==> config.mk <==
export PLATFORM = sky130hd
export DESIGN_NAME = booth_mul_arbiter
export DESIGN_NICKNAME = d
export VERILOG_FILES = /design/src/rtl/booth_mul_arbiter.sv
export SDC_FILE = /design/constraint.sdc
export NUM_CORES = 1
export LEC_CHECK = 0
export BUFFER_PORTS_ARGS = -buffer_cell sky130_fd_sc_hd__clkbuf_2
export CAP_MARGIN = 20
export CORE_AREA = 2 2 65 67
export CTS_BUF_LIST = sky130_fd_sc_hd__clkbuf_8 sky130_fd_sc_hd__clkbuf_16
export DETAILED_ROUTE_END_ITERATION = 10
export DIE_AREA = 0 0 67 69
export PLACE_DENSITY_LB_ADDON = 0.12
export SYNTH_ARGS = -nofsm -noshare
export SYNTH_HDL_FRONTEND = slang
export SYNTH_SLANG_ARGS = --single-unit
==> constraint.sdc <==
create_clock -name clk -period 3.15 [get_ports clk]
set_input_delay 0.1575 -clock clk [delete_from_list [all_inputs] [get_ports clk]]
set_output_delay 0.1575 -clock clk [all_outputs]
set_load 0.02 [all_outputs]
==> src/rtl/booth_mul_arbiter.sv <==
// Round-robin front end that time-shares one fixed-latency Booth multiplier among N_REQ clients.
// Grants one client per operation, drives the multiplier, and returns the product as a one-hot response.
module booth_mul_arbiter #(
    parameter int N_REQ   = 4,
    parameter int DW      = 4,
    parameter int RW      = 8,
    parameter int MUL_LAT = 4
) (
    input  logic                  clk,
    input  logic                  rst,
    input  logic [N_REQ-1:0]      req,
    input  logic [N_REQ*DW-1:0]   req_a,
    input  logic [N_REQ*DW-1:0]   req_b,
    output logic [N_REQ-1:0]      gnt,
    output logic [N_REQ-1:0]      rsp_valid,
    output logic [RW-1:0]         rsp_data,
    output logic                  busy,
    output logic                  err,
    output logic                  mul_start,
    output logic [DW-1:0]         mul_a,
    output logic [DW-1:0]         mul_b,
    input  logic [RW-1:0]         mul_result,
    input  logic                  mul_done,
    output logic [1:0]            dbg_state
);

    localparam int PW = (N_REQ > 1) ? $clog2(N_REQ) : 1;
    localparam int CW = (MUL_LAT > 1) ? $clog2(MUL_LAT) : 1;

    typedef enum logic [1:0] {S_IDLE, S_ISSUE, S_WAIT} state_t;

    state_t               state_q;
    logic [PW-1:0]        ptr_q, win_q;
    logic [CW-1:0]        cnt_q;
    logic [N_REQ-1:0]     gnt_q, rsp_valid_q;
    logic [RW-1:0]        rsp_data_q;
    logic                 busy_q, err_q, mul_start_q;
    logic [DW-1:0]        mul_a_q, mul_b_q;

    logic                 found_d;
    logic [PW-1:0]        win_d, ptr_d;
    logic [DW-1:0]        a_d, b_d;
    logic [PW:0]          sum;

    // Search starts at the pointer and wraps, so the last winner has lowest priority next time.
    always_comb begin
        found_d = 1'b0;
        win_d   = '0;
        sum     = '0;
        for (int i = 0; i < N_REQ; i++) begin
            sum = {1'b0, ptr_q} + (PW+1)'(i);
            if (sum >= (PW+1)'(N_REQ)) sum = sum - (PW+1)'(N_REQ);
            if (!found_d && req[sum[PW-1:0]]) begin
                found_d = 1'b1;
                win_d   = sum[PW-1:0];
            end
        end
        a_d = '0;
        b_d = '0;
        for (int j = 0; j < N_REQ; j++) begin
            if (win_d == PW'(j)) begin
                a_d = req_a[j*DW +: DW];
                b_d = req_b[j*DW +: DW];
            end
        end
        ptr_d = (win_d == PW'(N_REQ-1)) ? '0 : win_d + PW'(1);
    end

    always_ff @(posedge clk or posedge rst) begin
        if (rst) begin
            state_q     <= S_IDLE;
            ptr_q       <= '0;
            win_q       <= '0;
            cnt_q       <= '0;
            gnt_q       <= '0;
            rsp_valid_q <= '0;
            rsp_data_q  <= '0;
            busy_q      <= 1'b0;
            err_q       <= 1'b0;
            mul_start_q <= 1'b0;
            mul_a_q     <= '0;
            mul_b_q     <= '0;
        end else begin
            gnt_q       <= '0;
            rsp_valid_q <= '0;
            mul_start_q <= 1'b0;
            case (state_q)
                S_IDLE: begin
                    if (found_d) begin
                        gnt_q       <= N_REQ'(1) << win_d;
                        mul_a_q     <= a_d;
                        mul_b_q     <= b_d;
                        ptr_q       <= ptr_d;
                        win_q       <= win_d;
                        mul_start_q <= 1'b1;
                        busy_q      <= 1'b1;
                        state_q     <= S_ISSUE;
                    end
                end
                S_ISSUE: begin
                    cnt_q   <= CW'(MUL_LAT-1);
                    state_q <= S_WAIT;
                end
                S_WAIT: begin
                    // Count 0 lines up with the multiplier's result becoming valid.
                    if (cnt_q == '0) begin
                        rsp_data_q  <= mul_result;
                        rsp_valid_q <= N_REQ'(1) << win_q;
                        err_q       <= err_q | ~mul_done;
                        busy_q      <= 1'b0;
                        state_q     <= S_IDLE;
                    end else begin
                        cnt_q <= cnt_q - CW'(1);
                    end
                end
                default: state_q <= S_IDLE;
            endcase
        end
    end

    assign gnt       = gnt_q;
    assign rsp_valid = rsp_valid_q;
    assign rsp_data  = rsp_data_q;
    assign busy      = busy_q;
    assign err       = err_q;
    assign mul_start = mul_start_q;
    assign mul_a     = mul_a_q;
    assign mul_b     = mul_b_q;
    assign dbg_state = state_q;

endmodule

==> results.toml, run 1 <==
[yosys]
synth_area_um2 = 1690
ys.flop_type = "dfrtp_1"
synth-edff-count = 0
syn_area_per_cell_um2 = 9.56
synth_area_leader_cell = "dfrtp_1"
post-synth-top-area-fraction = 0.517
async_flop_share = 1.00
syn-instance-count = 177
mappedNetlistNets = 229
synth.distinct_cells = 35
ys_seq_area_frac = 0.517
ys_seq_elements = 35
yosysWarningCount = 0
ys_top_cells_by_area = "dfrtp_1, nand2_1, a21oi_1, a221oi_1, ha_1"

[routing]
wl_mm = 3.69
vias = 1463
final_antenna_net_count = 0
drc = 0
avgRoutedWirePerCell_um = 12.1
viasPerCell = 4.81
drt-pass1-iter-count = 4
drtIter0Drc = 49

[timing]
slew_headroom = 0.586
setup_violations = 0
fmax_ghz = 0.378
report.final.slew_viol_count = 0
fin_crit_ns = 2.65
fin_skew_ns = 0.00625
rsz0062_at_grt = "false"
holdWs_ns = 0.0629
fin_crit_sh = 0.841
worstMarginPinSlew_ns = 0.621
tns_ns = 0
timing_hold_violations_final = 0

[cells_and_area]
area_growth_pct = 30.9
mostFrequentLayoutCells = "clkbuf_2, dfrtp_1, nand2_1, a21oi_1, inv_1"
antenna_cells = 0
multiInputGateArea_um2 = 693
final_layout_size_suffix_gt1_frac = 0.358
nNetsFinal = 305
final_common_cell = "clkbuf_2"
register_area_um2 = 876
fillCellCount = 373

[cts]
cts-root-buf = "clkbuf_8"
cts_tree = "built"
clock_sinks = 35
insertion_delay_ns = 0.28
path_clk_slew_ns = 0.07
cts_inserted_buffers = 5
clk_path_buf_depth = 2
htreeDepth = 2

[global_route]
grt.overflow.total = 0
grt_pass1_wl_mm = 6.34
grt_usage = 0.178
grt_max_degree = 36
antenna_found_initial = 0
grt_pass1_vias = 1463

[floorplan]
placementRows = 23
io_pins = 76
core_area_um2 = 3910
fp.dieW_um = 67
dieArea_um2 = 4620
die_h_um = 69
initial_core_util = 0.433

[power_and_ir_drop]
p_comb_frac = 0.473
seq_power_share = 0.344
clkPwrFrac = 0.183
leakagePower_nw = 1.20
powerDensity_nw_per_um2 = 1010
switchingPower_mw = 0.916
p_int_mw = 1.31
switching_share = 0.411
ir_worst_vdd_mv = 0.488

[critical_path]
worst_setup_path_end_kind = "flip-flop"
critPathKind = "reg2reg"
critPathLaunchType = "flip-flop"
worst-path-max-fanout = 11
crit_required_ns = 3.32
arrival_ns = 2.82

[placement]
io_buffers = 75
dp_hpwl_mm = 2.76
place.gp.congestion = 0.773

[job]
drv_cap = 0

[min_path]
hp-class = "in2reg"

[outcome]
status = "finished clean"
[cell usage after synthesis, types with 3 or more instances]
| cell | instances |
|---|---|
| nor2_1 | 14 |
| nand2_1 | 32 |
| inv_1 | 15 |
| and2_1 | 4 |
| a211o_1 | 7 |
| clkbuf_1 | 4 |
| o21ai_0 | 4 |
| a221oi_1 | 8 |
| dfrtp_1 | 35 |
| a21oi_1 | 18 |
| buf_6 | 3 |
| ha_1 | 5 |
[worst max-delay path, cell delays in order, from the launching register on]
cell      delay, ns
dfrtp_1        0.44
mux2i_1        0.14
a211oi_1       0.47
nor2b_1        0.25
ha_1           0.38
and2b_1        0.30
a221oi_1       0.32
a211o_1        0.18
a21oi_2        0.05
[power groups by stage]
stage                     clock network (mW)  registers [mW]  logic, mW
final                                  0.407           0.767       1.05
after global routing                   0.440           0.799       1.18
after CTS                              0.424           0.769       1.07
after detailed placement                   0           0.777       1.06
after global placement                     0           0.772       1.05
after floorplan                            0           0.950      0.610
[final timing paths]
kind	startpoint	to	slack [ns]	depth (start not counted)
worst max-delay path	ptr_q[1]	mul_a[0]	0.50	8
worst min register to register	err	err	0.47	1
worst min-delay path	mul_done	err	0.06	2
min in group asynchronous	rst	cnt_q[1]	0.51	4
worst max register to register	ptr_q[1]	mul_a[0]	0.50	8
max in group asynchronous	rst	rsp_valid[3]	2.33	4
[registers in the layout (all words and copies together), names as in the netlist]
signal and flops:
gnt 4, win_q 2, mul_a 4, ptr_q 2, mul_b 4, busy 1, cnt_q 2, mul_start 1
dbg_state 2, rsp_data 8, rsp_valid 4, err 1
[layer usage]
metal,vias to the layer above,GRT usage,share of wire,wire length [µm]
met3,2,0.0392,0.088,325
li1,755,-,-,-
met1,641,0.245,0.47,1730
met5,-,0,0,0
met2,65,0.266,0.44,1620
met4,0,0.0748,0.0046,17
[kinds of logic after synthesis]
| family | synth area share |
|---|---|
| AOI/OAI and AO/OA | 0.186 |
| adders and majority gates | 0.0370 |
| buffers and inverters | 0.0732 |
| DFF | 0.517 |
| muxes | 0.0192 |
| and+or+nand+nor | 0.167 |
[layout make-up]
cell class	instances	share of cell area
sequential	35	0.395
multi-input combinational	116	0.313
timing repair buffer	78	0.181
clock buffer	6	0.0373
inverter	17	0.0299
tap	50	0.0282
clock inverter	2	0.0158
[stage by stage]
step	power, mW	util	worst slack [ns]	instance area, µm²	cells
floorplan	1.56	-	0.975	1690	177
global placement	1.82	0.534	0.595	2090	295
detailed placement	1.84	0.534	0.543	2090	295
CTS	2.26	0.566	0.504	2220	304
global route	2.42	0.566	0.257	2220	304
finish	2.23	0.566	0.502	2220	304
[timing repair]
item	in CTS	in global routing
buffers inserted	0	0
gates resized for setup	0	0
hold buffers	1	0
hold endpoints to repair	35	0
endpoints found under the setup margin	0	0
Note: power is estimated with default switching activity, not from simulation.
==> inputs of run 2 (changes only) <==
==> constraint.sdc (replaced) <==
create_clock -name clk -period 2.61 [get_ports clk]
set_input_delay 0.1305 -clock clk [delete_from_list [all_inputs] [get_ports clk]]
set_output_delay 0.1305 -clock clk [all_outputs]
set_load 0.02 [all_outputs]
==> results.toml, run 2 (synthesis results as in run 1) <==
[outcome]
status = "finished clean"

[timing]
holdWs_ns = 0.0332
fmax_ghz = 0.421
fin_crit_ns = 2.38
timing_hold_violations_final = 0
tns_ns = 0
report.final.slew_viol_count = 0
rsz0062_at_grt = "false"
fin_crit_sh = 0.911
setup_violations = 0
slew_headroom = 0.583
fin_skew_ns = 0.00421
worstMarginPinSlew_ns = 0.625

[routing]
viasPerCell = 4.85
wl_mm = 3.69
drt-pass1-iter-count = 4
avgRoutedWirePerCell_um = 12.1
drc = 0
drtIter0Drc = 78
final_antenna_net_count = 0
vias = 1484

[power_and_ir_drop]
switching_share = 0.424
p_int_mw = 1.50
leakagePower_nw = 1.20
finalPower_mw = 2.60
powerDensity_nw_per_um2 = 1180
switchingPower_mw = 1.10
seq_power_share = 0.357
clkPwrFrac = 0.148
p_comb_frac = 0.495
ir_worst_vdd_mv = 0.450

[cts]
cts_tree = "built"
cts_post_setup_buffers_inserted = 0
path_clk_slew_ns = 0.07
htreeDepth = 2
cts-root-buf = "clkbuf_8"
clock_sinks = 35
insertion_delay_ns = 0.28
cts_inserted_buffers = 5
clk_path_buf_depth = 2

[floorplan]
die_h_um = 69
dieArea_um2 = 4620
initial_core_util = 0.433
core_area_um2 = 3910
placementRows = 23
fp.dieW_um = 67
io_pins = 76

[critical_path]
crit_required_ns = 2.78
reg2reg_slack_ns = 0.23
worst_setup_path_end_kind = "flip-flop"
worst-path-max-fanout = 7
crit_slowest_cell = "dfrtp_1"
critPathKind = "reg2reg"
crit_path_max_incr_delay_ns = 0.45
crit_chain = "mux2i_1 -> a211oi_1 -> nor2b_1 -> ha_1 -> and2b_1 -> a221oi_1 -> a211o_1 -> a21oi_1"
r2r_cells = 8
r2r-end = "mul_a[2]"
rr_startpoint = "ptr_q[1]"
arrival_ns = 2.55
critPathLaunchType = "flip-flop"

[min_path]
hp-start = "mul_done"
hold_depth = 2
hold_path_end = "err"
hp-class = "in2reg"

[cells_and_area]
antenna_cells = 0
final_cell_area_um2 = 2210
final_layout_size_suffix_gt1_frac = 0.363
register_area_um2 = 876
mostFrequentLayoutCells = "clkbuf_2, dfrtp_1, nand2_1, a21oi_1, inv_1"
largest_reg_flops = 8
area_growth_pct = 30.5
fillCellCount = 389
multiInputGateArea_um2 = 693
fin_util = 0.564
final_common_cell = "clkbuf_2"
nNetsFinal = 308

[global_route]
grt.overflow.total = 0
grt_pass1_wl_mm = 6.13
grt_pass1_vias = 1370
grt_max_degree = 36
grt_usage = 0.175
antenna_found_initial = 0

[placement]
dpl-instance-area_um2 = 2110
dp_hpwl_mm = 2.79
place.gp.congestion = 0.798
io_buffers = 75

[job]
drv_cap = 0
run 2: power by group through the flow:
stage               Sequential [mW]  Clock (mW)  Combinational (mW)
global route                  0.965       0.431                1.44
CTS                           0.930       0.400                1.31
finish                        0.929       0.384                1.29
global placement              0.936           0                1.29
floorplan                      1.15           0               0.736
detailed placement            0.939           0                1.30
run 2: what timing repair did:
action                                 in CTS  in global routing
hold buffers                                1                  0
endpoints found under the hold margin      35                  0
resized for setup                           0                  0
setup endpoints to repair                   0                  0
run 2: cell type report:
cell class                      instances  area share
Multi-Input combinational cell        116       0.314
Timing Repair Buffer                   81       0.192
Inverter                               17      0.0300
Tap cell                               50      0.0283
Sequential cell                        35       0.397
Clock inverter                          1     0.00227
Clock buffer                            6      0.0374
run 2: per-stage QoR:
step / worst slack (ns) / cells
final: 0.233 / 306
after global placement: 0.408 / 298
after detailed placement: 0.335 / 298
after CTS: 0.229 / 306
after floorplan: 0.435 / 177
after global routing: 0.0486 / 306
run 2: how the worst max path moves through the flow:
stage | startpoint | end | slack [ns] | cells past startpoint
floorplan | ptr_q[1] | mul_b[2] | 0.43 | 10
global placement | ptr_q[1] | mul_a[2] | 0.41 | 8
CTS | ptr_q[1] | mul_a[2] | 0.23 | 8
global route | ptr_q[1] | mul_a[2] | 0.05 | 8
detailed placement | ptr_q[1] | mul_a[2] | 0.34 | 8
finish | ptr_q[1] | mul_a[2] | 0.23 | 8
run 2: per-layer routing:
layer	GRT usage	wire, µm	up-vias
li1	-	-	755
met1	0.224	1690	658
met2	0.263	1590	66
met3	0.0718	368	5
met4	0.0635	36	0
met5	0	0	-
run 2: worst max-delay path, delay by kind of cell (launching register included):
| kind | cells | cell delay (ns) |
|---|---|---|
| compound gates | 4 | 0.94 |
| flops | 1 | 0.45 |
| fa+ha+maj | 1 | 0.21 |
| simple gates | 2 | 0.52 |
| mux | 1 | 0.15 |
